File: src/rtl/instr_fetch_unit_if.sv
// Fetch-stage bus bundle: imem request/response, decode handshake and next-PC exchange.
// master = fetch unit, slave = memory / decode / next-PC environment.
interface instr_fetch_unit_if #(
    parameter int unsigned IMEM_AW = 32
);
    logic               imem_req;
    logic [IMEM_AW-1:0] imem_addr;
    logic [31:0]        imem_rdata;
    logic               imem_valid;
    logic [31:0]        instr;
    logic               instr_valid;
    logic               instr_ready;
    logic [31:0]        pc;
    logic [31:0]        pc_seq;
    logic [31:0]        npc;
    logic               npc_valid;
    logic               seq_err;
    logic               halted;

    modport master (
        output imem_req, imem_addr,
        input  imem_rdata, imem_valid,
        output instr, instr_valid,
        input  instr_ready,
        output pc, pc_seq,
        input  npc, npc_valid,
        output seq_err, halted
    );

    modport slave (
        input  imem_req, imem_addr,
        output imem_rdata, imem_valid,
        input  instr, instr_valid,
        output instr_ready,
        input  pc, pc_seq,
        output npc, npc_valid,
        input  seq_err, halted
    );
endinterface

File: src/rtl/instr_fetch_unit.sv
// Multicycle MIPS fetch stage: owns the PC, fetches one word per loop, hands it to decode.
// Optional halt-on-32'hFFFF_FFFF behaviour is enabled by defining FETCH_HALT_EN.
module instr_fetch_unit #(
    parameter logic [31:0] RESET_PC = 32'h0000_0000,
    parameter int unsigned IMEM_AW  = 32
) (
    input logic               clk,
    input logic               rst,
    instr_fetch_unit_if.master bus
);

`ifdef FETCH_HALT_EN
    typedef enum logic [2:0] {
        S_IDLE,
        S_FETCH,
        S_HOLD,
        S_WAIT_PC,
        S_HALTED
    } state_t;
`else
    typedef enum logic [1:0] {
        S_IDLE,
        S_FETCH,
        S_HOLD,
        S_WAIT_PC
    } state_t;
`endif

    state_t      state;
    state_t      state_nxt;

    logic [31:0] pc_q;
    logic [31:0] instr_q;
    logic        instr_valid_q;
    logic        imem_req_q;
    logic        seq_err_q;

    logic        capture;
    logic        accept;
    logic        load_pc;
    logic        err_set;
    logic        req_set;

    always_ff @(posedge clk) begin
        if (rst) state <= S_IDLE;
        else     state <= state_nxt;
    end

    always_comb begin
        state_nxt = state;
        capture   = 1'b0;
        accept    = 1'b0;
        load_pc   = 1'b0;
        err_set   = 1'b0;
        case (state)
            S_IDLE: begin
                // imem_valid is deliberately not examined: drops a response left over from before reset
                state_nxt = S_FETCH;
                err_set   = bus.npc_valid;
            end
            S_FETCH: begin
                err_set = bus.npc_valid;
                // A response coincident with the request pulse is not a legal response
                if (bus.imem_valid && !imem_req_q) begin
`ifdef FETCH_HALT_EN
                    if (bus.imem_rdata == '1) begin
                        state_nxt = S_HALTED;
                    end else begin
                        capture   = 1'b1;
                        state_nxt = S_HOLD;
                    end
`else
                    capture   = 1'b1;
                    state_nxt = S_HOLD;
`endif
                end
            end
            S_HOLD: begin
                err_set = bus.npc_valid | bus.imem_valid;
                if (instr_valid_q && bus.instr_ready) begin
                    accept    = 1'b1;
                    state_nxt = S_WAIT_PC;
                end
            end
            S_WAIT_PC: begin
                err_set = bus.imem_valid;
                if (bus.npc_valid) begin
                    load_pc   = 1'b1;
                    state_nxt = S_FETCH;
                end
            end
`ifdef FETCH_HALT_EN
            S_HALTED: begin
                err_set = bus.imem_valid;
            end
`endif
            default: state_nxt = S_IDLE;
        endcase
        req_set = (state_nxt == S_FETCH) && (state != S_FETCH);
    end

    always_ff @(posedge clk) begin
        if (rst) begin
            pc_q          <= RESET_PC;
            instr_q       <= '0;
            instr_valid_q <= 1'b0;
            imem_req_q    <= 1'b0;
            seq_err_q     <= 1'b0;
        end else begin
            imem_req_q <= req_set;
            if (load_pc) pc_q <= bus.npc;
            if (capture) begin
                instr_q       <= bus.imem_rdata;
                instr_valid_q <= 1'b1;
            end else if (accept) begin
                instr_valid_q <= 1'b0;
            end
            if (err_set) seq_err_q <= 1'b1;
        end
    end

    assign bus.imem_req    = imem_req_q;
    assign bus.imem_addr   = pc_q[IMEM_AW-1:0];
    assign bus.instr       = instr_q;
    assign bus.instr_valid = instr_valid_q;
    assign bus.pc          = pc_q;
    assign bus.pc_seq      = pc_q + 32'd1;
    assign bus.seq_err     = seq_err_q;
`ifdef FETCH_HALT_EN
    assign bus.halted      = (state == S_HALTED);
`else
    assign bus.halted      = 1'b0;
`endif

endmodule
File: src/flat_wrapper.sv
// flat-port wrapper written by rule: the top's interface ports become plain ports
module instr_fetch_unit_flat 
#(
    parameter logic [31:0] RESET_PC = 32'h0000_0000,
    parameter int unsigned IMEM_AW  = 32
)
  (clk, rst, bus_imem_req, bus_imem_addr, bus_imem_rdata, bus_imem_valid, bus_instr, bus_instr_valid, bus_instr_ready, bus_pc, bus_pc_seq, bus_npc, bus_npc_valid, bus_seq_err, bus_halted);
  instr_fetch_unit_if #(.IMEM_AW(IMEM_AW)) bus_i ();
  input logic clk;
  input logic rst;
  output wire logic [$bits(bus_i.imem_req)-1:0] bus_imem_req;
  output wire logic [$bits(bus_i.imem_addr)-1:0] bus_imem_addr;
  input wire logic [$bits(bus_i.imem_rdata)-1:0] bus_imem_rdata;
  input wire logic [$bits(bus_i.imem_valid)-1:0] bus_imem_valid;
  output wire logic [$bits(bus_i.instr)-1:0] bus_instr;
  output wire logic [$bits(bus_i.instr_valid)-1:0] bus_instr_valid;
  input wire logic [$bits(bus_i.instr_ready)-1:0] bus_instr_ready;
  output wire logic [$bits(bus_i.pc)-1:0] bus_pc;
  output wire logic [$bits(bus_i.pc_seq)-1:0] bus_pc_seq;
  input wire logic [$bits(bus_i.npc)-1:0] bus_npc;
  input wire logic [$bits(bus_i.npc_valid)-1:0] bus_npc_valid;
  output wire logic [$bits(bus_i.seq_err)-1:0] bus_seq_err;
  output wire logic [$bits(bus_i.halted)-1:0] bus_halted;
  assign bus_imem_req = bus_i.imem_req;
  assign bus_imem_addr = bus_i.imem_addr;
  assign bus_i.imem_rdata = bus_imem_rdata;
  assign bus_i.imem_valid = bus_imem_valid;
  assign bus_instr = bus_i.instr;
  assign bus_instr_valid = bus_i.instr_valid;
  assign bus_i.instr_ready = bus_instr_ready;
  assign bus_pc = bus_i.pc;
  assign bus_pc_seq = bus_i.pc_seq;
  assign bus_i.npc = bus_npc;
  assign bus_i.npc_valid = bus_npc_valid;
  assign bus_seq_err = bus_i.seq_err;
  assign bus_halted = bus_i.halted;
  instr_fetch_unit #(.RESET_PC(RESET_PC), .IMEM_AW(IMEM_AW)) u_core (.clk(clk), .rst(rst), .bus(bus_i));
endmodule
File: config.mk
export PLATFORM = sky130hd
export DESIGN_NAME = instr_fetch_unit_flat
export DESIGN_NICKNAME = d
export VERILOG_FILES = /design/src/rtl/instr_fetch_unit_if.sv /design/src/rtl/instr_fetch_unit.sv /design/src/flat_wrapper.sv
export SDC_FILE = /design/constraint.sdc
export NUM_CORES = 1
export LEC_CHECK = 0
export ABC_AREA = 1
export BUFFER_PORTS_ARGS = -buffer_cell sky130_fd_sc_hd__buf_2
export CAP_MARGIN = 30
export CELL_PAD_IN_SITES_DETAIL_PLACEMENT = 1
export CELL_PAD_IN_SITES_GLOBAL_PLACEMENT = 2
export CORE_MARGIN = 5
export CORE_UTILIZATION = 24
export CTS_BUF_LIST = sky130_fd_sc_hd__clkbuf_2 sky130_fd_sc_hd__clkbuf_4 sky130_fd_sc_hd__clkbuf_8
export CTS_CLUSTER_DIAMETER = 60
export DETAILED_ROUTE_END_ITERATION = 16
export HOLD_SLACK_MARGIN = 0.06
export PLACE_DENSITY_LB_ADDON = 0.1
export REMOVE_ABC_BUFFERS = 1
export SETUP_SLACK_MARGIN = 0.3
export SLEW_MARGIN = 5
export SYNTH_ARGS = -nofsm -noshare
export SYNTH_HDL_FRONTEND = slang
export SYNTH_SLANG_ARGS = --single-unit
export TNS_END_PERCENT = 30
File: constraint.sdc
create_clock -name clk -period 3.7 [get_ports clk]
set_input_delay 0.37 -clock clk [delete_from_list [all_inputs] [get_ports clk]]
set_output_delay 0.37 -clock clk [all_outputs]
set_load 0.02 [all_outputs]
==> results.toml <==
[synthesis]
yosys.area.top_type_share = 0.3855
synth_area_leaders = "dfxtp_1 (39%), nor2_1 (11%), nand2_1 (10%)"
ys_ff_latch = 69
ys_types = 24
syn-cell-area_um2 = 3583
syn_inst = 524
yosys_warnings = 0
synth.largest_area_cell = "dfxtp_1"
ys_seq_area_frac = 0.3855
syn-mean-instance-area_um2 = 6.839

[worst_setup_path]
start_kind = "register"
worstPathRequired_ps = 3330
criticalPathCategory = "register to output pin"
cpPeakStageDelay_ps = 410
crit_slowest_cell = "dfxtp_1"
path_max_fanout = 5
crit_chain = "ha_1 > inv_1 > nor2_4 > nand2_2 > nor2_2 > xor2_1 > buf_2"
crit_arrival_ps = 1940
cp-end-kind = "output pin"

[floorplan]
num_rows = 44
die_area_um2 = 17470
die_w_um = 132.2
pin_count = 201
coreArea_um2 = 14590
initial_core_util = 0.2456
die_h_um = 132.2

[clock_tree]
clk_path_buf_depth = 2
cts.hold.buffers_added = 0
numCtsBuffers = 9
cts_resized = 0
post_cts_buffers = 0
cts.sinks = 69
clk_transition_reported_paths_ps = 90
cts_tree = "built"
clk-insertion-delay-late_ps = 370
htreeDepth = 3
root_buffer = "clkbuf_8"

[routing]
drt_pass1_iterations = 4
viasPerCell = 4.371
num_vias = 3825
drt_iter0_drc = 88
wirelength_um = 13150
postRouteAntennaNets = 0
drc_errors = 0
m1WireLength_um = 5594
routed-wl-met3_um = 1340
wl_per_cell_um = 15.03
highest_layer = "met5"
wl_met2_um = 6071

[power]
leakage_nw = 2.376
vdd_drop_max_mv = 0.1976
powerDensity_nw_per_um2 = 372.9

[cells_and_area]
diodes = 0
nets = 756
drive_gt1_frac = 0.3444
final_cell_mix = "buf_2 (199), nor2_1 (107), nand2_1 (97)"
finish.instance_area_um2 = 4728
final_common_cell = "buf_2"
area_delta_synth_final_pct = 31.95

[placement]
pre_cts_ws_ps = 1741
gp_congestion = 0.7068
place_area_um2 = 4526
numPortBuffers = 199
post-dp-hpwl_um = 10270

[sta]
setup_ws_ps = 1393
skew_ps = 14.99
finalCritPeriodShare = 0.6235
slew_violations = 0
fmax_ghz = 0.4335
rsz0062_at_grt = "no"
min_period_ps = 2307
hold_viol_final = 0
whs_ps = 244.1
tns_ps = 0
slew_headroom = 0.5855
worst_pin_slew_ps = 620.9
setup_viol = 0

[grt]
grt_max_degree = 65
overflow = 0
antenna_found_initial = 1
grt_pass1_vias = 4056
grt_pass1_wl_um = 21270
grt.total_usage = 0.1486

[min_path]
hp-class = "primary input to register"

[outcome]
status = "complete, no violations"

[run]
drv_cap = 0
## path summary, 6_finish.rpt
path / startpoint / to / slack [ps] / cells after the start
max: u_core.bus.imem_addr[1]$_SDFFE_PP0P_ / bus_pc_seq[12] / 1390 / 7
min reg2reg: u_core.bus.instr[22]$_SDFFE_PP0P_ / u_core.bus.instr[22]$_SDFFE_PP0P_ / 480 / 2
max reg2reg: u_core.state[1]$_SDFF_PP0_ / u_core.bus.instr[0]$_SDFFE_PP0P_ / 2100 / 6
min: rst / u_core.bus.instr_valid$_SDFFE_PP0P_ / 240 / 2
## power breakdown
part | leakage, nW | switching (mW) | internal, mW | total [mW]
combinational | 1.72 | 0.182 | 0.102 | 0.284
clock | 0.0969 | 0.338 | 0.325 | 0.663
sequential | 0.562 | 0.0325 | 0.785 | 0.817
total | 2.38 | 0.552 | 1.21 | 1.76
## cell type report
class / count / area, um^2
repair buffers: 202 / 1031
well taps: 184 / 230.2
inverters: 46 / 172.7
fillers: 1888 / 9861
flip-flops and latches: 69 / 1381
clock buffers: 10 / 131.4
clock inverters: 6 / 71.32
multi-input cells: 358 / 1710
## registers in the layout, summed over array words and instances (netlist names)
register	cells
u_core.bus.seq_err	1
u_core.state	2
u_core.bus.instr_valid	1
u_core.bus.imem_addr	32
u_core.bus.instr	32
u_core.bus.imem_req	1
## critical path, delay by kind of cell, from the launching register on
kind | cells | cell delay [ps]
AND/OR/NAND/NOR | 3 | 460
adder cells (fa/ha/maj) | 1 | 250
flip-flops | 1 | 410
XOR/XNOR | 1 | 160
buffers and inverters | 2 | 300
## Yosys cell counts, drive strengths merged
master and n:
a211oi 2, conb 1, nor2 115, o21ai 66, nand3b 2, buf 36, nand2 103, nand3 17
a21oi 36, xor2 15, inv 46, clkbuf 15, ha 1, dfxtp 69
## through the flow
| stage | util | instances | power (mW) |
|---|---|---|---|
| after global routing | 0.3241 | 875 | 1.865 |
| final | 0.3241 | 875 | 1.763 |
| after global placement | 0.3088 | 858 | 1.116 |
| after detailed placement | 0.3102 | 859 | 1.125 |
| after CTS | 0.3241 | 875 | 1.809 |
| after floorplan | - | 473 | 0.9898 |
## cells by family after synthesis
group                      after synthesis  share of synthesized area
AOI/OAI and AO/OA                      104                     0.1466
buffers and inverters                   97                     0.1372
and+or+nand+nor                        237                     0.2874
xor gates and xnor gates                15                    0.03876
adders and majority gates                1                   0.003491
other                                    1                   0.001046
DFF                                     69                     0.3855
## routing by layer
| metal | vias to the layer above | track usage |
|---|---|---|
| met5 | - | 0 |
| met4 | 2 | 0.03903 |
| met3 | 10 | 0.06756 |
| met1 | 1730 | 0.1731 |
| li1 | 1950 | - |
| met2 | 133 | 0.2482 |
No activity file was read; power rests on OpenSTA's default activity.
